==> src/rtl/ss_engine_if.sv <==
// Host/mapper side signal bundle of the save-state sequencer.
// The slave modport is the engine; the master modport is the host/mapper side.
interface ss_engine_if;
  logic       cmd_save;
  logic       cmd_load;
  logic       cmd_abort;
  logic       busy;
  logic       done;
  logic [7:0] sv_dat;
  logic       sv_vld;
  logic       sv_rdy;
  logic [7:0] ld_dat;
  logic       ld_vld;
  logic       ld_rdy;
  logic       ss_act;
  logic [7:0] ss_addr;
  logic       ss_we;
  logic [7:0] ss_dat;
  logic       ss_m2;
  logic [7:0] ss_rdat;
  logic [7:0] ss_crc;

  modport slave (
    input  cmd_save, cmd_load, cmd_abort, sv_rdy, ld_dat, ld_vld, ss_rdat,
    output busy, done, sv_dat, sv_vld, ld_rdy, ss_act, ss_addr, ss_we, ss_dat, ss_m2, ss_crc
  );

  modport master (
    output cmd_save, cmd_load, cmd_abort, sv_rdy, ld_dat, ld_vld, ss_rdat,
    input  busy, done, sv_dat, sv_vld, ld_rdy, ss_act, ss_addr, ss_we, ss_dat, ss_m2, ss_crc
  );
endinterface

==> src/rtl/ss_engine.sv <==
// Save-state sequencer: streams mapper slots out on save, writes them back with synthesized m2 on load.
// Optional SS_CRC_EN macro enables a running CRC-8 (poly 0x07) over transferred bytes.
module ss_engine #(
  parameter int SS_LEN = 128,
  parameter int SETTLE = 2,
  parameter int STB_W  = 2
) (
  input logic        clk,
  input logic        rst_n,
  ss_engine_if.slave bus
);
  typedef enum logic [2:0] {IDLE, S_SET, S_OUT, L_WAIT, L_SET, L_STB, L_HOLD, FIN} state_t;

  localparam logic [7:0] LAST     = 8'(SS_LEN - 1);
  localparam logic [7:0] SET_LAST = 8'(SETTLE - 1);
  localparam logic [7:0] STB_LAST = 8'(STB_W - 1);

  state_t     state;
  logic [7:0] cnt, wcnt;
  logic [7:0] sv_dat, ss_addr, ss_dat;
  logic       busy, done, sv_vld, ld_rdy, ss_act, ss_we, ss_m2;

  always_ff @(posedge clk or negedge rst_n) begin
    if (!rst_n) begin
      state   <= IDLE;
      cnt     <= '0;
      wcnt    <= '0;
      sv_dat  <= '0;
      ss_addr <= '0;
      ss_dat  <= '0;
      busy    <= 1'b0;
      done    <= 1'b0;
      sv_vld  <= 1'b0;
      ld_rdy  <= 1'b0;
      ss_act  <= 1'b0;
      ss_we   <= 1'b0;
      ss_m2   <= 1'b0;
    end else if (bus.cmd_abort && state != IDLE) begin
      // Dropping m2 here may commit a half-written slot; that is accepted.
      state   <= IDLE;
      sv_dat  <= '0;
      ss_addr <= '0;
      ss_dat  <= '0;
      busy    <= 1'b0;
      done    <= 1'b0;
      sv_vld  <= 1'b0;
      ld_rdy  <= 1'b0;
      ss_act  <= 1'b0;
      ss_we   <= 1'b0;
      ss_m2   <= 1'b0;
    end else begin
      done <= 1'b0;
      case (state)
        IDLE: if (bus.cmd_save || bus.cmd_load) begin
          busy    <= 1'b1;
          ss_act  <= 1'b1;
          cnt     <= '0;
          wcnt    <= '0;
          ss_addr <= '0;
          if (bus.cmd_save) state <= S_SET;
          else begin
            state  <= L_WAIT;
            ld_rdy <= 1'b1;
          end
        end
        S_SET: if (wcnt == SET_LAST) begin
          sv_dat <= bus.ss_rdat;
          sv_vld <= 1'b1;
          state  <= S_OUT;
        end else wcnt <= wcnt + 8'd1;
        S_OUT: if (bus.sv_rdy) begin
          sv_vld <= 1'b0;
          if (cnt == LAST) begin
            state  <= FIN;
            done   <= 1'b1;
            busy   <= 1'b0;
            ss_act <= 1'b0;
          end else begin
            cnt     <= cnt + 8'd1;
            ss_addr <= cnt + 8'd1;
            wcnt    <= '0;
            state   <= S_SET;
          end
        end
        L_WAIT: if (bus.ld_vld) begin
          ld_rdy <= 1'b0;
          ss_dat <= bus.ld_dat;
          ss_we  <= 1'b1;
          state  <= L_SET;
        end
        L_SET: begin
          ss_m2 <= 1'b1;
          wcnt  <= '0;
          state <= L_STB;
        end
        L_STB: if (wcnt == STB_LAST) begin
          ss_m2 <= 1'b0;
          state <= L_HOLD;
        end else wcnt <= wcnt + 8'd1;
        L_HOLD: begin
          ss_we <= 1'b0;
          if (cnt == LAST) begin
            state  <= FIN;
            done   <= 1'b1;
            busy   <= 1'b0;
            ss_act <= 1'b0;
          end else begin
            cnt     <= cnt + 8'd1;
            ss_addr <= cnt + 8'd1;
            ld_rdy  <= 1'b1;
            state   <= L_WAIT;
          end
        end
        FIN: begin
          // Return the mapper-side buses to their idle value only once m2 is long gone.
          ss_addr <= '0;
          ss_dat  <= '0;
          sv_dat  <= '0;
          state   <= IDLE;
        end
        default: state <= IDLE;
      endcase
    end
  end

  assign bus.busy    = busy;
  assign bus.done    = done;
  assign bus.sv_dat  = sv_dat;
  assign bus.sv_vld  = sv_vld;
  assign bus.ld_rdy  = ld_rdy;
  assign bus.ss_act  = ss_act;
  assign bus.ss_addr = ss_addr;
  assign bus.ss_we   = ss_we;
  assign bus.ss_dat  = ss_dat;
  assign bus.ss_m2   = ss_m2;

`ifdef SS_CRC_EN
  function automatic logic [7:0] crc8(input logic [7:0] c, input logic [7:0] d);
    logic [7:0] r;
    r = c ^ d;
    for (int i = 0; i < 8; i++) r = r[7] ? ((r << 1) ^ 8'h07) : (r << 1);
    return r;
  endfunction

  logic [7:0] crc;
  logic       crc_clr, crc_upd;
  logic [7:0] crc_byte;

  // Byte handshakes the FSM actually takes; an abort in the same cycle discards the byte.
  assign crc_clr  = (state == IDLE) && (bus.cmd_save || bus.cmd_load);
  assign crc_upd  = !bus.cmd_abort &&
                    (((state == S_OUT) && sv_vld && bus.sv_rdy) ||
                     ((state == L_WAIT) && ld_rdy && bus.ld_vld));
  assign crc_byte = (state == S_OUT) ? sv_dat : bus.ld_dat;

  always_ff @(posedge clk or negedge rst_n) begin
    if (!rst_n)       crc <= '0;
    else if (crc_clr) crc <= '0;
    else if (crc_upd) crc <= crc8(crc, crc_byte);
  end

  assign bus.ss_crc = crc;
`else
  assign bus.ss_crc = 8'h00;
`endif
endmodule
==> src/flat_wrapper.sv <==
// flat-port wrapper written by rule: the top's interface ports become plain ports
module ss_engine_flat 
#(
  parameter int SS_LEN = 128,
  parameter int SETTLE = 2,
  parameter int STB_W  = 2
)
  (clk, rst_n, bus_cmd_save, bus_cmd_load, bus_cmd_abort, bus_sv_rdy, bus_ld_dat, bus_ld_vld, bus_ss_rdat, bus_busy, bus_done, bus_sv_dat, bus_sv_vld, bus_ld_rdy, bus_ss_act, bus_ss_addr, bus_ss_we, bus_ss_dat, bus_ss_m2, bus_ss_crc);
  ss_engine_if bus_i ();
  input logic clk;
  input logic rst_n;
  input wire logic [$bits(bus_i.cmd_save)-1:0] bus_cmd_save;
  input wire logic [$bits(bus_i.cmd_load)-1:0] bus_cmd_load;
  input wire logic [$bits(bus_i.cmd_abort)-1:0] bus_cmd_abort;
  input wire logic [$bits(bus_i.sv_rdy)-1:0] bus_sv_rdy;
  input wire logic [$bits(bus_i.ld_dat)-1:0] bus_ld_dat;
  input wire logic [$bits(bus_i.ld_vld)-1:0] bus_ld_vld;
  input wire logic [$bits(bus_i.ss_rdat)-1:0] bus_ss_rdat;
  output wire logic [$bits(bus_i.busy)-1:0] bus_busy;
  output wire logic [$bits(bus_i.done)-1:0] bus_done;
  output wire logic [$bits(bus_i.sv_dat)-1:0] bus_sv_dat;
  output wire logic [$bits(bus_i.sv_vld)-1:0] bus_sv_vld;
  output wire logic [$bits(bus_i.ld_rdy)-1:0] bus_ld_rdy;
  output wire logic [$bits(bus_i.ss_act)-1:0] bus_ss_act;
  output wire logic [$bits(bus_i.ss_addr)-1:0] bus_ss_addr;
  output wire logic [$bits(bus_i.ss_we)-1:0] bus_ss_we;
  output wire logic [$bits(bus_i.ss_dat)-1:0] bus_ss_dat;
  output wire logic [$bits(bus_i.ss_m2)-1:0] bus_ss_m2;
  output wire logic [$bits(bus_i.ss_crc)-1:0] bus_ss_crc;
  assign bus_i.cmd_save = bus_cmd_save;
  assign bus_i.cmd_load = bus_cmd_load;
  assign bus_i.cmd_abort = bus_cmd_abort;
  assign bus_i.sv_rdy = bus_sv_rdy;
  assign bus_i.ld_dat = bus_ld_dat;
  assign bus_i.ld_vld = bus_ld_vld;
  assign bus_i.ss_rdat = bus_ss_rdat;
  assign bus_busy = bus_i.busy;
  assign bus_done = bus_i.done;
  assign bus_sv_dat = bus_i.sv_dat;
  assign bus_sv_vld = bus_i.sv_vld;
  assign bus_ld_rdy = bus_i.ld_rdy;
  assign bus_ss_act = bus_i.ss_act;
  assign bus_ss_addr = bus_i.ss_addr;
  assign bus_ss_we = bus_i.ss_we;
  assign bus_ss_dat = bus_i.ss_dat;
  assign bus_ss_m2 = bus_i.ss_m2;
  assign bus_ss_crc = bus_i.ss_crc;
  ss_engine #(.SS_LEN(SS_LEN), .SETTLE(SETTLE), .STB_W(STB_W)) u_core (.clk(clk), .rst_n(rst_n), .bus(bus_i));
endmodule
==> config.mk <==
export PLATFORM = sky130hd
export DESIGN_NAME = ss_engine_flat
export DESIGN_NICKNAME = d
export VERILOG_FILES = /design/src/rtl/ss_engine_if.sv /design/src/rtl/ss_engine.sv /design/src/flat_wrapper.sv
export SDC_FILE = /design/constraint.sdc
export NUM_CORES = 1
export LEC_CHECK = 0
export ABC_AREA = 1
export CAP_MARGIN = 15
export CELL_PAD_IN_SITES_DETAIL_PLACEMENT = 0
export CELL_PAD_IN_SITES_GLOBAL_PLACEMENT = 1
export CORE_ASPECT_RATIO = 0.7
export CORE_MARGIN = 2
export CORE_UTILIZATION = 33
export DETAILED_ROUTE_END_ITERATION = 8
export HOLD_SLACK_MARGIN = 0.05
export PLACE_DENSITY_LB_ADDON = 0.1
export SKIP_CTS_REPAIR_TIMING = 1
export SKIP_LAST_GASP = 1
export SLEW_MARGIN = 20
export SYNTH_ARGS = -nofsm -noshare
export SYNTH_HDL_FRONTEND = slang
export SYNTH_SLANG_ARGS = --single-unit
==> constraint.sdc <==
create_clock -name clk -period 1.9 [get_ports clk]
set_input_delay 0.38 -clock clk [delete_from_list [all_inputs] [get_ports clk]]
set_output_delay 0.38 -clock clk [all_outputs]
set_load 0.1 [all_outputs]
==> metrics, run 1 <==
status complete, but fails checks; failing checks design-rule violations; post-synthesis mux area share 0%; Compound-Gate Fraction of Synth Area 7.75%; RSZ-0062 raised after global routing yes; clock sink count 49; I/O Pins 62; CTS Buf Count 5; largest family of logic cells by synthesized area simple AND/OR/NAND/NOR gates; Final Hold Viols 0; post-synth cell types 29; area share of the largest cell type after synthesis 44.7%; sequential cell area 1230 sq um; fin worst setup slack 0.100 ns; register area share after synthesis 44.7%; most frequent CP cell nand2_1; die width 113 microns; GP Congestion 0.838; leakage 1.84 nW; largest cells by area after synthesis dfrtp_1 (45%), nand2_1 (16%), nand3_1 (7.1%); # Max-Cap Violations 0; Synth Area in Simple Gates 34.7%; Cells after DPL 526; Mapped Cells 367; average cell area after synthesis 7.48 sq um; TritonCTS clock tree built; GRT overflow 0; top achievable clock speed 0.556 GHz; power density cells 1790 nW/um^2; worst path cell trace ha_1 > nand3_1 > inv_1 > nand2_1 > nand2_1 > a21oi_2 > buf_4 > nand2_1 > o21ai_0; Yosys warning count 0; vias in the first global route 2386; first-pass GRT wire length 11400 microns; CTS H-Tree Depth 2; CP endpoint kind register; leading cell types in the layout, fill and taps excluded nand2_1 (120), dfrtp_1 (48), nor2_1 (39), nand3_1 (39), inv_1 (35); Vias 2497; DIE HEIGHT 80.3 microns; Clk Latency, worst-skew pair 0.30 ns; Vias/cell 4.68; aggregate negative setup slack 0 ns; DRT Pass-1 Iters 6; Starting DRT DRC Count 162; Required @ worst endpoint 2.11 ns; Nets 458; Startpoint Class register; register bit total from synthesis 49; Max VDD drop 0.00116 V; Die Area 9070 sq um; HP Class input pin to async pin; CORE AREA 7970 sq um; CTS clk-pin slew, worst paths 0.07 ns; final worst path period need 1.80 ns; CP top delay family flip-flops; final worst-path cycle share 94.7%; dpl cell area 3500 sq um; Multi-input gate area 1250 sq um; Tot Pwr 6.56 mW; design area 3670 sq um; IO buf count 53; hold slack 0.0640 ns; Critical Path AT 2.01 ns; critical setup path kind register to register; initial cell density of the core 34.4%; initial antenna violation count 0; CTS root buf clkbuf_16; final wirelength 6670 microns; ANT nets after route 0; Slowest cell on crit path dfrtp_1; mapped cell area 2740 sq um; post-synthesis xor/xnor area fraction 0.638%; Final Slew Violations 0; worst-case clock buffer depth 2; final setup violation count 0; Worst Path Buf+Inv 2; Yosys top cell by area dfrtp_1; Layout area overhead 33.8%; commonest non-fill, non-tap cell in the layout nand2_1; DRC viols 3; Setup WS pre-CTS 0.0103 ns; Rows 27; Post-Route Skew 0.0125 ns; worst-path fanout max 6; largest net degree at the start of global routing 50; Avg WL per Cell 12.5 microns; n_diodes 0; fill count 814; non-filler cells, final 534; crit-path max cell delay 0.41 ns; Post-DP HPWL 4850 microns; post-layout util 46.0%; post-synthesis adder-cell area fraction 1.37%; GR Util All Layers 15.9%; layout cells sized above 1 17.1%
cells by family (layout without fill, tap and decap cells):
family,Yosys count,after routing
xor+xnor,2,2
other cells,1,8
flops,49,49
fa+ha+maj,3,3
compound gates,40,40
simple gates,217,217
buf+inv,55,114
layer usage:
| metal | share of wire, % | up-vias | GRT usage, % | routed length (microns) |
|---|---|---|---|---|
| met3 | 6.1 | 9 | 3.47 | 408 |
| met2 | 41 | 76 | 23.0 | 2710 |
| met5 | 0 | - | 0 | 0 |
| li1 | - | 1282 | - | - |
| met4 | 1.3 | 0 | 4.63 | 88 |
| met1 | 52 | 1130 | 23.7 | 3460 |
registers in the layout, indices dropped and copies added (netlist names), 3 cells and up:
signal,count
u_core.bus.sv_dat,8
u_core.bus.ss_addr,8
u_core.wcnt,8
u_core.bus.ss_dat,8
u_core.state,3
u_core.cnt,8
where the power goes:
| group | internal [mW] | total, mW | leakage (nW) | switching [mW] |
|---|---|---|---|---|
| Sequential | 1.31 | 1.60 | 0.649 | 0.284 |
| Combinational | 1.10 | 3.92 | 1.11 | 2.83 |
| Clock | 0.624 | 1.04 | 0.0842 | 0.413 |
| Total | 3.04 | 6.56 | 1.84 | 3.52 |
cell usage after synthesis, drive strengths merged:
cell type and count:
xnor2 1, buf 18, nor2 45, nand4 6
nand2 123, dfrtp 49, a21oi 11, inv 37
or2 1, conb 1, xor2 1, nor3 1
o21ai 28, ha 3, o22ai 1, nand3 41
worst paths after layout:
path                                           start                    end  slack, ns  cells past startpoint
max in group asynchronous                      rst_n        u_core.state[0]       1.59                      2
worst min-delay path                           rst_n  u_core.bus.ss_addr[2]       0.06                      2
worst min register to register  u_core.bus.sv_dat[5]   u_core.bus.sv_dat[5]       0.49                      2
min in group clk                u_core.bus.sv_dat[5]   u_core.bus.sv_dat[5]       0.49                      2
worst max-delay path                   u_core.cnt[0]          u_core.cnt[4]       0.10                      9
worst max register to register         u_core.cnt[0]          u_core.cnt[4]       0.10                      9
cell type report:
class | count | share of cell area, %
Sequential cell | 49 | 33.4
Clock inverter | 3 | 1.19
Tap cell | 101 | 3.44
Clock buffer | 5 | 3.41
Inverter | 37 | 3.92
Timing Repair Buffer | 69 | 20.6
Multi-Input combinational cell | 270 | 34.0
Power figures use the tool's default switching activity.
==> run 2, diff against run 1 <==
CTS_CLUSTER_SIZE = 16   (was not set)
MAX_ROUTING_LAYER = met4   (was not set)
==> run 2 against run 1 <==
Compared with the run above: the run still ends with design-rule violations left; maximum frequency hardly changed; clock power about the same; largest cell class unchanged; sequential share of layout area is the same.
==> metrics, run 2 (synthesis results as in run 1) <==
status complete, but fails checks; failing checks design-rule violations; met3 wire len 432 microns (+5.9%); fill count 814 (unchanged); CTS Buf Count 5 (unchanged); WL met1 3440 microns (-0.69%); # Max-Cap Violations 0 (unchanged); top sig layer met4; DIE HEIGHT 80.3 microns (unchanged); Final Slew Violations 0 (unchanged); CTS H-Tree Depth 2 (unchanged); Clk Latency, worst-skew pair 0.30 ns (about the same); crit-path max cell delay 0.41 ns (about the same); Final Hold Viols 0 (unchanged); HP Class input pin to async pin; initial antenna violation count 0 (unchanged); critical setup path kind register to register; met2 WL 2710 microns (+0.11%); CORE AREA 7970 sq um (unchanged); RSZ-0062 raised after global routing yes; Post-Route Skew 0.0132 ns (+0.000770 ns); initial cell density of the core 34.4% (unchanged); ANT nets after route 0 (unchanged); CTS clk-pin slew, worst paths 0.07 ns (about the same); final setup violation count 0 (unchanged); non-filler cells, final 534 (unchanged); Max VDD drop 0.00116 V (about the same); DRC viols 3 (unchanged); Nets 458 (unchanged); die width 113 microns (unchanged); vias in the first global route 2388 (+0.084%); CTS root buf clkbuf_16; power density cells 1790 nW/um^2 (about the same); Cells after DPL 526 (unchanged); Avg WL per Cell 12.5 microns (about the same); Die Area 9070 sq um (unchanged); Required @ worst endpoint 2.11 ns (about the same); Multi-input gate area 1250 sq um (unchanged); TritonCTS clock tree built; clock sink count 49 (unchanged); Startpoint Class register; Layout area overhead 33.8% (unchanged); DRT Pass-1 Iters 6 (unchanged); CP top delay family flip-flops; leakage 1.84 nW (unchanged); aggregate negative setup slack 0 ns (unchanged); I/O Pins 62 (unchanged); Rows 27 (unchanged); most frequent CP cell nand2_1; final worst-path cycle share 94.8% (about the same); GR Util All Layers 16.4% (+0.44 points); CP endpoint kind register; hold slack 0.0640 ns (-0.0000684 ns); Critical Path AT 2.01 ns (about the same); layout cells sized above 1 17.1% (unchanged); IO buf count 53 (unchanged); worst path cell trace ha_1 > nand3_1 > inv_1 > nand2_1 > nand2_1 > a21oi_2 > buf_4 > nand2_1 > o21ai_0; top achievable clock speed 0.555 GHz (about the same); n_diodes 0 (unchanged); Worst Path Buf+Inv 2 (unchanged); largest net degree at the start of global routing 50 (unchanged); commonest non-fill, non-tap cell in the layout nand2_1; worst-path fanout max 6 (unchanged); sequential cell area 1230 sq um (unchanged); leading cell types in the layout, fill and taps excluded nand2_1 (120), dfrtp_1 (48), nor2_1 (39), nand3_1 (39), inv_1 (35); first-pass GRT wire length 11400 microns (unchanged); final worst path period need 1.80 ns (+0.000920 ns); GP Congestion 0.851 (+1.6%); Vias/cell 4.68 (about the same); Post-DP HPWL 4850 microns (unchanged); final wirelength 6670 microns (about the same); Starting DRT DRC Count 159 (-1.9%); Slowest cell on crit path dfrtp_1; worst-case clock buffer depth 2 (unchanged); Vias 2499 (+0.080%); GRT overflow 0 (unchanged)
run 2: path summary, 6_finish.rpt:
check	to	start	slack, ns	depth (start not counted)
setup / recovery	u_core.cnt[4]	u_core.cnt[0]	0.1	9
hold reg to reg	u_core.bus.sv_dat[5]	u_core.bus.sv_dat[5]	0.49	2
min in group clk	u_core.bus.sv_dat[5]	u_core.bus.sv_dat[5]	0.49	2
hold / removal	u_core.bus.ss_addr[2]	rst_n	0.06	2
max in group asynchronous	u_core.state[0]	rst_n	1.59	2
setup reg to reg	u_core.cnt[4]	u_core.cnt[0]	0.1	9
run 2: cell type report:
class,count,share of cell area (%)
Multi-Input combinational cell,270,34.0
Sequential cell,49,33.4
Timing Repair Buffer,69,20.6
Inverter,37,3.92
Tap cell,101,3.44
Clock buffer,5,3.41
Clock inverter,3,1.19
run 2: worst reg2reg max path, delay by kind of cell (launching register included):
| kind | cells | cell delay (ns) |
|---|---|---|
| flops | 1 | 0.41 |
| simple gates | 4 | 0.39 |
| buf+inv | 2 | 0.35 |
| compound gates | 2 | 0.33 |
| fa+ha+maj | 1 | 0.24 |
run 2: layer usage:
metal	vias to the layer above	track usage (%)
met1	1127	23.7
li1	1283	-
met4	0	4.63
met5	-	-
met3	9	3.47
met2	80	23.0
run 2: per-stage QoR:
stage	instance area (sq um)	power (mW)	util (%)	worst slack, ns
after floorplan	2770	4.49	-	0.180
after global placement	3500	5.56	43.9	0.0303
after detailed placement	3500	5.55	43.9	0.0103
after CTS	3670	6.62	46.0	0.0823
after global routing	3670	7.00	46.0	-0.0425
final	3670	6.56	46.0	0.0993
run 2: where the power goes:
part / internal [mW] / switching, mW
registers: 1.31 / 0.284
logic: 1.10 / 2.83
clock network: 0.624 / 0.413
total: 3.03 / 3.52
==> run 3, diff against run 2 <==
SLEW_MARGIN = 0   (was 20)
==> results of run 3 <==
Same layout as run 2: the final DEF is identical, and so are final timing and power.
